File: src/rtl/cache_perf_counters.sv
// Three saturating event counters for the cache controller.
// Counts hits, misses and dirty writebacks; each sticks at all-ones.
module cache_perf_counters #(
    parameter int PERF_W = 16
) (
    input  logic              clk,
    input  logic              reset,
    input  logic              hit_inc,
    input  logic              miss_inc,
    input  logic              wb_inc,
    output logic [PERF_W-1:0] perf_hits,
    output logic [PERF_W-1:0] perf_misses,
    output logic [PERF_W-1:0] perf_wbacks
);

    logic [PERF_W-1:0] hits_q, hits_d;
    logic [PERF_W-1:0] misses_q, misses_d;
    logic [PERF_W-1:0] wbacks_q, wbacks_d;

    // Increment on each event unless already saturated.
    always_comb begin
        hits_d   = hits_q;
        misses_d = misses_q;
        wbacks_d = wbacks_q;
        if (hit_inc && (hits_q != '1))
            hits_d = hits_q + 1'b1;
        if (miss_inc && (misses_q != '1))
            misses_d = misses_q + 1'b1;
        if (wb_inc && (wbacks_q != '1))
            wbacks_d = wbacks_q + 1'b1;
    end

    // Counter state, cleared by reset.
    always_ff @(posedge clk or posedge reset) begin
        if (reset) begin
            hits_q   <= '0;
            misses_q <= '0;
            wbacks_q <= '0;
        end else begin
            hits_q   <= hits_d;
            misses_q <= misses_d;
            wbacks_q <= wbacks_d;
        end
    end

    assign perf_hits   = hits_q;
    assign perf_misses = misses_q;
    assign perf_wbacks = wbacks_q;

endmodule

File: config.mk
export PLATFORM = sky130hd
export DESIGN_NAME = cache_perf_counters
export DESIGN_NICKNAME = d
export VERILOG_FILES = /design/src/rtl/cache_perf_counters.sv
export SDC_FILE = /design/constraint.sdc
export NUM_CORES = 1
export LEC_CHECK = 0
export ABC_AREA = 1
export CAP_MARGIN = 20
export CORE_ASPECT_RATIO = 0.5
export CORE_UTILIZATION = 45
export DETAILED_ROUTE_END_ITERATION = 8
export PLACE_DENSITY = 0.76
export SKIP_LAST_GASP = 1
export SLEW_MARGIN = 25
export SYNTH_ARGS = -nofsm -noshare
export SYNTH_HDL_FRONTEND = slang
export SYNTH_SLANG_ARGS = --single-unit
File: constraint.sdc
create_clock -name clk -period 2.4 [get_ports clk]
set_input_delay 0.48 -clock clk [delete_from_list [all_inputs] [get_ports clk]]
set_output_delay 0.48 -clock clk [all_outputs]
set_load 0.02 [all_outputs]
Yosys cells after proc, flatten, opt, wreduce, memory -nomap -nowiden
Index checks and enable logic that the tools add are counted.

Flip-flop bits (word level): 48. Latch bits: 0. Memory bits (writable): 0. ROM bits: 0. Input bits: 5. Output and inout port bits: 48. Word-level logic and storage cells: 12. Memories kept: 0.

$add $sub $neg: 3. $mul: 0. Div/mod/pow operators: 0. Magnitude comparators: 0. Equal/unequal tests: 3. Shifts and indexed selects: 0. Muxes and demuxes: 0. Bitwise gates (word level): 0. Reduce and logical (&&, ||, !) cells: 3.

Operators with widths (count): $add 16x1->16 const B (3); $ne 16x16->1 const B (3); $logic_and 1x1->1 (3).

Logic depth before layout (Yosys ltp)
Gate-level depths: netlist (run 1).

Word-level depth: 2. Mapped depth: 9. Gate-level depth less buffers: 9.

Worst setup path after synthesis (run 1)
Ideal clock, no wire load.

Path kind: register to register. Start point: reg hits_q[0] (netlist: perf_hits[0]). End point: reg hits_q[4] (netlist: perf_hits[4]). Setup time: 0.118 ns. Arrival time: 1.466 ns. Required time: 2.282 ns. Slack: 0.816 ns. Cell stages (with the launch flop): 10. Path buffers: 1. Clock period less this slack: 1.584 ns. Cell sequence: dfrtp_1 ha_1 nand2_1 nor2_1 nand2_1 nor2_4 nor2_2 buf_6 nand2_1 o21ai_2.

Cells in the longest elaborated chain, start to end: 2. Elaborated cells on any way between the ends: 3. Those cells by class: add/sub (1); eq/ne (1); reduce/logical (1).

Ends and longest elaborated chain: start: declaration (RTL line 16) `logic [PERF_W-1:0] hits_q, hits_d;`; start signal: assignment (RTL line 40) `hits_q <= hits_d;`; branches (longest 2 deep; another with $add 16x1->16).

Parallel ways; which one is timed is not known. A chain may end at the register's enable or synchronous reset.

Worst setup path after layout (run 1)
Start point: reg wbacks_q[2] (netlist: perf_wbacks[2]). End point: out perf_wbacks[2].

RTL lines: start: declaration (RTL line 18) `logic [PERF_W-1:0] wbacks_q, wbacks_d;`; start signal: assignment (RTL line 42) `wbacks_q <= wbacks_d;`; end: declaration (RTL line 13) `output logic [PERF_W-1:0] perf_wbacks`.

No word-level cell between the ends.

==> summary.md, run 1 <==
| Metric | Value |
|---|---|
| Multi-input combinational cell area | 1558 um2 |
| Die X | 117.2 um |
| Crit path max-delay family | buffers and inverters |
| Proportion of layout cells with a drive suffix above 1 | 0.06198 |
| CP Launch Type | flip-flop |
| Hold-fix buffers, CTS | 0 |
| Worst-margin pin slew | 0.5744 ns |
| Initial antenna violation count | 0 |
| Max Cap Viol | 0 |
| Die area | 6990 um2 |
| Global-route wire length before repair | 10.83 mm |
| All-Layer GR Usage | 0.2035 |
| Comb pwr share | 0.304 |
| Worst vdd ir | 602.7 uV |
| Sw Ratio | 0.3462 |
| ANT nets after route | 0 |
| Placed cell areas | 3601 um2 |
| Required @ worst endpoint | 1.92 ns |
| Final WL | 6.354 mm |
| Status | completed |
| Worst path slowest cell | clkdlybuf4s50_1 |
| Internal power | 0.001727 W |
| Row Count | 20 |
| Max-slew violations | 0 |
| Sw power | 0.0009147 W |
| FF+latch count, synth | 48 |
| Final nets | 491 |
| Clock buffer depth | 2 |
| Grt ovf | 0 |
| Final Skew | 0.004703 ns |
| CTS tree | built |
| Fmax | 0.5283 GHz |
| Area Growth Syn to Fin | 25.42% |
| Cts bufs inserted | 5 |
| DR WL/cell | 11.11 um |
| Post-layout min period | 1.893 ns |
| Worst-path cell chain | clkdlybuf4s50_1 |
| Setup CP Type | reg -> out |
| Setup violations, final | 0 |
| Yosys warns | 0 |
| Mapped cell area | 2988 um2 |
| Period utilisation layout | 0.7887 |
| Critical-path maximum fanout | 7 |
| IO Count | 53 |
| Post-CTS Setup Bufs | 0 |
| Pwr dens | 705.0 nW/um2 |
| 1st-iter DRT viols | 165 |
| Clock sink total | 48 |
| Die height | 59.62 um |
| Crit path buf inv count | 1 |
| Slowest stage delay, CP | 0.65 ns |
| Worst-path clk slew | 0.06 ns |
| Hold Path Class | reg -> reg |
| Register area share after synthesis | 0.4020 |
| H-tree depth | 2 |
| Drt first pass iters | 4 |
| Unique masters post-synth | 22 |
| Leakage | 1.756 nW |
| Syn_area_per_cell | 7.014 um2 |
| Via count | 2719 |
| Largest net degree at the start of global routing | 49 |
| Clk Tree Root Cell | clkbuf_16 |
| Vias per cell | 4.753 |
| DP Wirelength | 4.660 mm |
| I/O Buffers | 52 |
| RSZ-0062 raised after global routing | false |
| Gp weighted congestion | 0.8232 |
| Critical Path AT | 1.41 ns |
| FILL cells | 564 |
| Clk pwr share | 0.269 |
| Final hold viol count | 0 |
| Reg power frac | 0.427 |
| Final Cell Area | 3747 um2 |
| DRC viols | 0 |
| Setup TNS | 0 ns |
| Core area | 6231 um2 |
| Clock Latency Late Sink | 0.29 ns |
| Starting density of the core | 0.4795 |
| Register area | 1201 um2 |
| Antenna cell count | 0 |
| Mapped Cells | 426 |
| Crit. End Element | primary output |
| Syn Nets | 434 |
| Vias in the first global route | 2458 |
| Worst rel slew slack | 0.6166 |
| Post-CTS sizing | 0 |
## tightest hold or removal path, stage by stage, from the launching register on
cell     delay [ns]
dfrtp_1        0.38
nand2_1        0.07
nand2_1        0.05
## per-stage QoR
stage	power [W]	util	cells	worst slack, ns	hold WS [ns]
after floorplan	0.001591	-	426	0.7755	0.6028
after global placement	0.001937	0.5779	564	0.5512	0.5027
after detailed placement	0.001951	0.5779	564	0.5009	0.5116
after CTS	0.002668	0.6014	572	0.5073	0.5282
after global routing	0.002794	0.6014	572	0.4242	0.5673
final	0.002642	0.6014	572	0.5070	0.5246
## synth_stat cells (all sizes together)
library cell  instances  area share
nand2               186        0.24
inv                  49       0.062
dfrtp                48        0.40
nor2                 48       0.074
o21ai                26       0.055
nand3                24       0.040
nand3b               10       0.029
nand4                 9       0.019
xor2                  9       0.026
xnor2                 7       0.021
buf                   4       0.015
ha                    3       0.013
nor3                  2      0.0034
a21oi                 1      0.0029
## layout make-up
| class | count | share of cell area |
|---|---|---|
| Multi-Input combinational cell | 325 | 0.4157 |
| Sequential cell | 48 | 0.3205 |
| Timing Repair Buffer | 54 | 0.1462 |
| Inverter | 49 | 0.04908 |
| Clock buffer | 8 | 0.03907 |
| Tap cell | 88 | 0.02938 |
## cell families (layout without fill, tap and decap cells)
kind of cell	after synthesis	count (layout)	synth area share
AND/OR/NAND/NOR	279	279	0.4041
buffers and inverters	53	111	0.07663
flip-flops	48	48	0.4020
AO/OA/AOI/OAI	27	27	0.05779
XOR/XNOR	16	16	0.04690
adder cells (fa/ha/maj)	3	3	0.01256
## cells in the final DEF, fill, tap and decap left out, types with 2 or more instances in the layout
cell	synthesis	layout
nor2_2	4	4
clkbuf_1	0	2
o21ai_2	6	6
clkdlybuf4s50_1	0	52
nor2_4	4	4
xor2_1	9	9
nor3_1	2	2
inv_1	49	48
nand2_1	182	182
dfrtp_1	48	48
xnor2_1	7	7
nor2_1	40	40
nand3_1	24	24
clkbuf_16	0	5
nand3b_1	9	9
ha_1	3	3
nand4_1	9	9
nand2_2	3	3
o21ai_0	18	18
## metal layers
metal / GRT usage / vias to the layer above / routed length (um)
met5: 0 / - / 0
met1: 0.2495 / 1230 / 3022
met4: 0.05967 / 0 / 65
li1: - / 1439 / -
met3: 0.04908 / 7 / 260
met2: 0.3605 / 43 / 3005
## power by group through the flow
stage                     logic, W  registers (W)  clock network, W
after detailed placement  0.000815        0.00114                 0
after global placement    0.000797        0.00114                 0
after CTS                 0.000815        0.00113          0.000726
final                     0.000804        0.00113          0.000710
after global routing      0.000883        0.00115          0.000756
after floorplan           0.000331        0.00126                 0
## flip-flops by register name, indices dropped and copies added, names as in the netlist
name,flops
perf_hits,16
perf_wbacks,16
perf_misses,16
## worst paths after layout
check,slack [ns],depth (start not counted),startpoint,to
max,0.51,1,perf_wbacks[2],perf_wbacks[2]
min in group asynchronous,0.55,3,reset,perf_misses[1]
min,0.52,2,perf_misses[14],perf_misses[14]
min reg2reg,0.52,2,perf_misses[14],perf_misses[14]
max in group asynchronous,1.63,3,reset,perf_hits[13]
max reg2reg,0.62,8,perf_hits[0],perf_hits[11]
Power figures use the tool's default switching activity.
==> run 2: changes to the inputs <==
clock period = 1.94 ns   (was 2.4 ns; I/O delays follow)
==> run 2 against run 1 <==
Register-to-register slack got worse by 0.40 ns; die area did not move; cell area unchanged; first-iteration DRC count fell by 7.3%; critical endpoint unchanged; largest cell class unchanged.
==> summary.md, run 2 (synthesized netlist as in run 1, its figures left out) <==
| Metric | Value |
|---|---|
| Status | completed (unchanged) |
| Die height | 59.62 um (unchanged) |
| All-Layer GR Usage | 0.2022 (was 0.2035) |
| Setup ws final | 0.1399 ns (was 0.5070 ns) |
| Worst-path cell chain | clkdlybuf4s50_1 (unchanged) |
| Clk Tree Root Cell | clkbuf_16 (unchanged) |
| Vias per cell | 4.851 (was 4.753) |
| DP Wirelength | 4.614 mm (was 4.660 mm) |
| Worst-margin pin slew | 0.5647 ns (was 0.5744 ns) |
| Worst path depth | 1 (unchanged) |
| Largest net degree at the start of global routing | 49 (unchanged) |
| Worst Reg-to-Reg Cells | 8 (unchanged) |
| Cts bufs inserted | 5 (unchanged) |
| Fmax | 0.5555 GHz |
| Setup violations, final | 0 (unchanged) |
| Worst-path clk slew | 0.06 ns (about the same) |
| Top layer in use | met4 (unchanged) |
| Clock Latency Late Sink | 0.29 ns (about the same) |
| Hold-fix buffers, CTS | 0 (unchanged) |
| Leakage | 1.757 nW (was 1.756 nW) |
| Multi-input combinational cell area | 1563 um2 (was 1558 um2) |
| DR WL/cell | 10.97 um (was 11.11 um) |
| Post-CTS Setup Bufs | 0 (unchanged) |
| Critical Path AT | 1.41 ns (about the same) |
| Final Skew | 0.005716 ns (was 0.004703 ns) |
| CTS tree | built (unchanged) |
| Post-layout min period | 1.800 ns |
| Vias in the first global route | 2453 (was 2458) |
| Tot Pwr | 0.003230 W (was 0.002642 W) |
| Setup CP Type | reg -> out (unchanged) |
| Final nets | 492 (was 491) |
| Required @ worst endpoint | 1.55 ns (was 1.92 ns) |
| DRC viols | 0 (unchanged) |
| 1st-iter DRT viols | 153 (was 165) |
| Routed wl met3 | 233 um (was 260 um) |
| Area Growth Syn to Fin | 25.42% (unchanged) |
| Antenna cell count | 0 (unchanged) |
| IO Count | 53 (unchanged) |
| Clock sink total | 48 (unchanged) |
| CP Launch Type | flip-flop (unchanged) |
| Via count | 2775 (was 2719) |
| Grt ovf | 0 (unchanged) |
| H-tree depth | 2 (unchanged) |
| Met2 WL | 2.959 mm (was 3.005 mm) |
| Core area | 6231 um2 (unchanged) |
| Hold Path Class | in -> async (was reg -> reg) |
| Period utilisation layout | 0.9279 |
| Max-slew violations | 0 (unchanged) |
| Die area | 6990 um2 (unchanged) |
| Critical-path maximum fanout | 7 (unchanged) |
| Initial antenna violation count | 0 (unchanged) |
| Pwr dens | 861.9 nW/um2 (was 705.0 nW/um2) |
| Crit path buf inv count | 1 (unchanged) |
| Dpl ws | 0.1050 ns (was 0.5009 ns) |
| Final WL | 6.272 mm (was 6.354 mm) |
| Gp weighted congestion | 0.8401 (was 0.8232) |
| Most frequent cells in the layout | nand2_1, clkdlybuf4s50_1, inv_1, dfrtp_1, nor2_1 (unchanged) |
| Global-route wire length before repair | 10.72 mm (was 10.83 mm) |
| Proportion of layout cells with a drive suffix above 1 | 0.06405 (was 0.06198) |
| RSZ-0062 raised after global routing | false (unchanged) |
| Slowest stage delay, CP | 0.65 ns (about the same) |
| Die X | 117.2 um (unchanged) |
| Final hold viol count | 0 (unchanged) |
| WL met1 | 2.975 mm (was 3.022 mm) |
| Worst path slowest cell | clkdlybuf4s50_1 (unchanged) |
| Setup TNS | 0 ns (unchanged) |
| I/O Buffers | 52 (unchanged) |
| Crit. End Element | primary output (unchanged) |
| ANT nets after route | 0 (unchanged) |
| Clock buffer depth | 2 (unchanged) |
| Starting density of the core | 0.4795 (unchanged) |
| FILL cells | 570 (was 564) |
| Max Cap Viol | 0 (unchanged) |
| Most common cell after layout, fill and taps aside | nand2_1 (unchanged) |
| Row Count | 20 (unchanged) |
| Worst rel slew slack | 0.6231 (was 0.6166) |
| Register area | 1201 um2 (unchanged) |
| Worst vdd ir | 641.3 uV (was 602.7 uV) |
| Crit path max-delay family | buffers and inverters (unchanged) |
| Drt first pass iters | 4 (unchanged) |
## run 2: changes by cell type in the layout (fill, tap and decap cells not counted), sizes merged
cell	before	now
buf	2	3
clkbuf	8	6
clkinv	0	1
## run 2: metal layers
| layer | up-vias | track usage |
|---|---|---|
| met5 | - | 0 |
| met4 | 0 | 0.08318 |
| met3 | 8 | 0.04908 |
| met2 | 57 | 0.3605 |
| met1 | 1270 | 0.2372 |
| li1 | 1440 | - |
## run 2: through the flow
step	util	hold slack, ns	instances	area (um2)
floorplan	-	0.5852	426	2988
global placement	0.5791	0.5143	565	3608
detailed placement	0.5791	0.5234	565	3608
CTS	0.6006	0.4678	572	3742
global route	0.6014	0.5076	572	3747
finish	0.6014	0.4557	572	3747
## run 2: area by class of cell
cell class / count / share of cell area
tap: 88 / 0.02938
inverter: 49 / 0.04908
sequential: 48 / 0.3205
timing repair buffer: 55 / 0.1482
multi-input combinational: 325 / 0.4170
clock buffer: 6 / 0.03439
clock inverter: 1 / 0.001336
## run 2: repair_timing
item                                   in CTS  in global routing
setup endpoints to repair                   0                  1
resized for setup                           0                  1
endpoints found under the hold margin       0                  0
## run 2: worst min-delay path: stages
cell and delay (ns):
clkdlybuf4s50_1 0.42, inv_2 0.07, buf_12 0.25
## run 2: power by group
part,switching [W],internal (W),total (W)
Combinational,0.000538,0.000467,0.00101
Sequential,0.000231,0.00116,0.00139
Clock,0.000364,0.000469,0.000833
## run 2: worst paths after layout
kind	from	end	slack, ns
min reg2reg	perf_hits[8]	perf_hits[8]	0.54
min	reset	perf_wbacks[5]	0.46
min in group clk	perf_hits[8]	perf_hits[8]	0.54
max in group asynchronous	reset	perf_hits[2]	1.27
max	perf_wbacks[2]	perf_wbacks[2]	0.14
max reg2reg	perf_hits[1]	perf_hits[4]	0.22
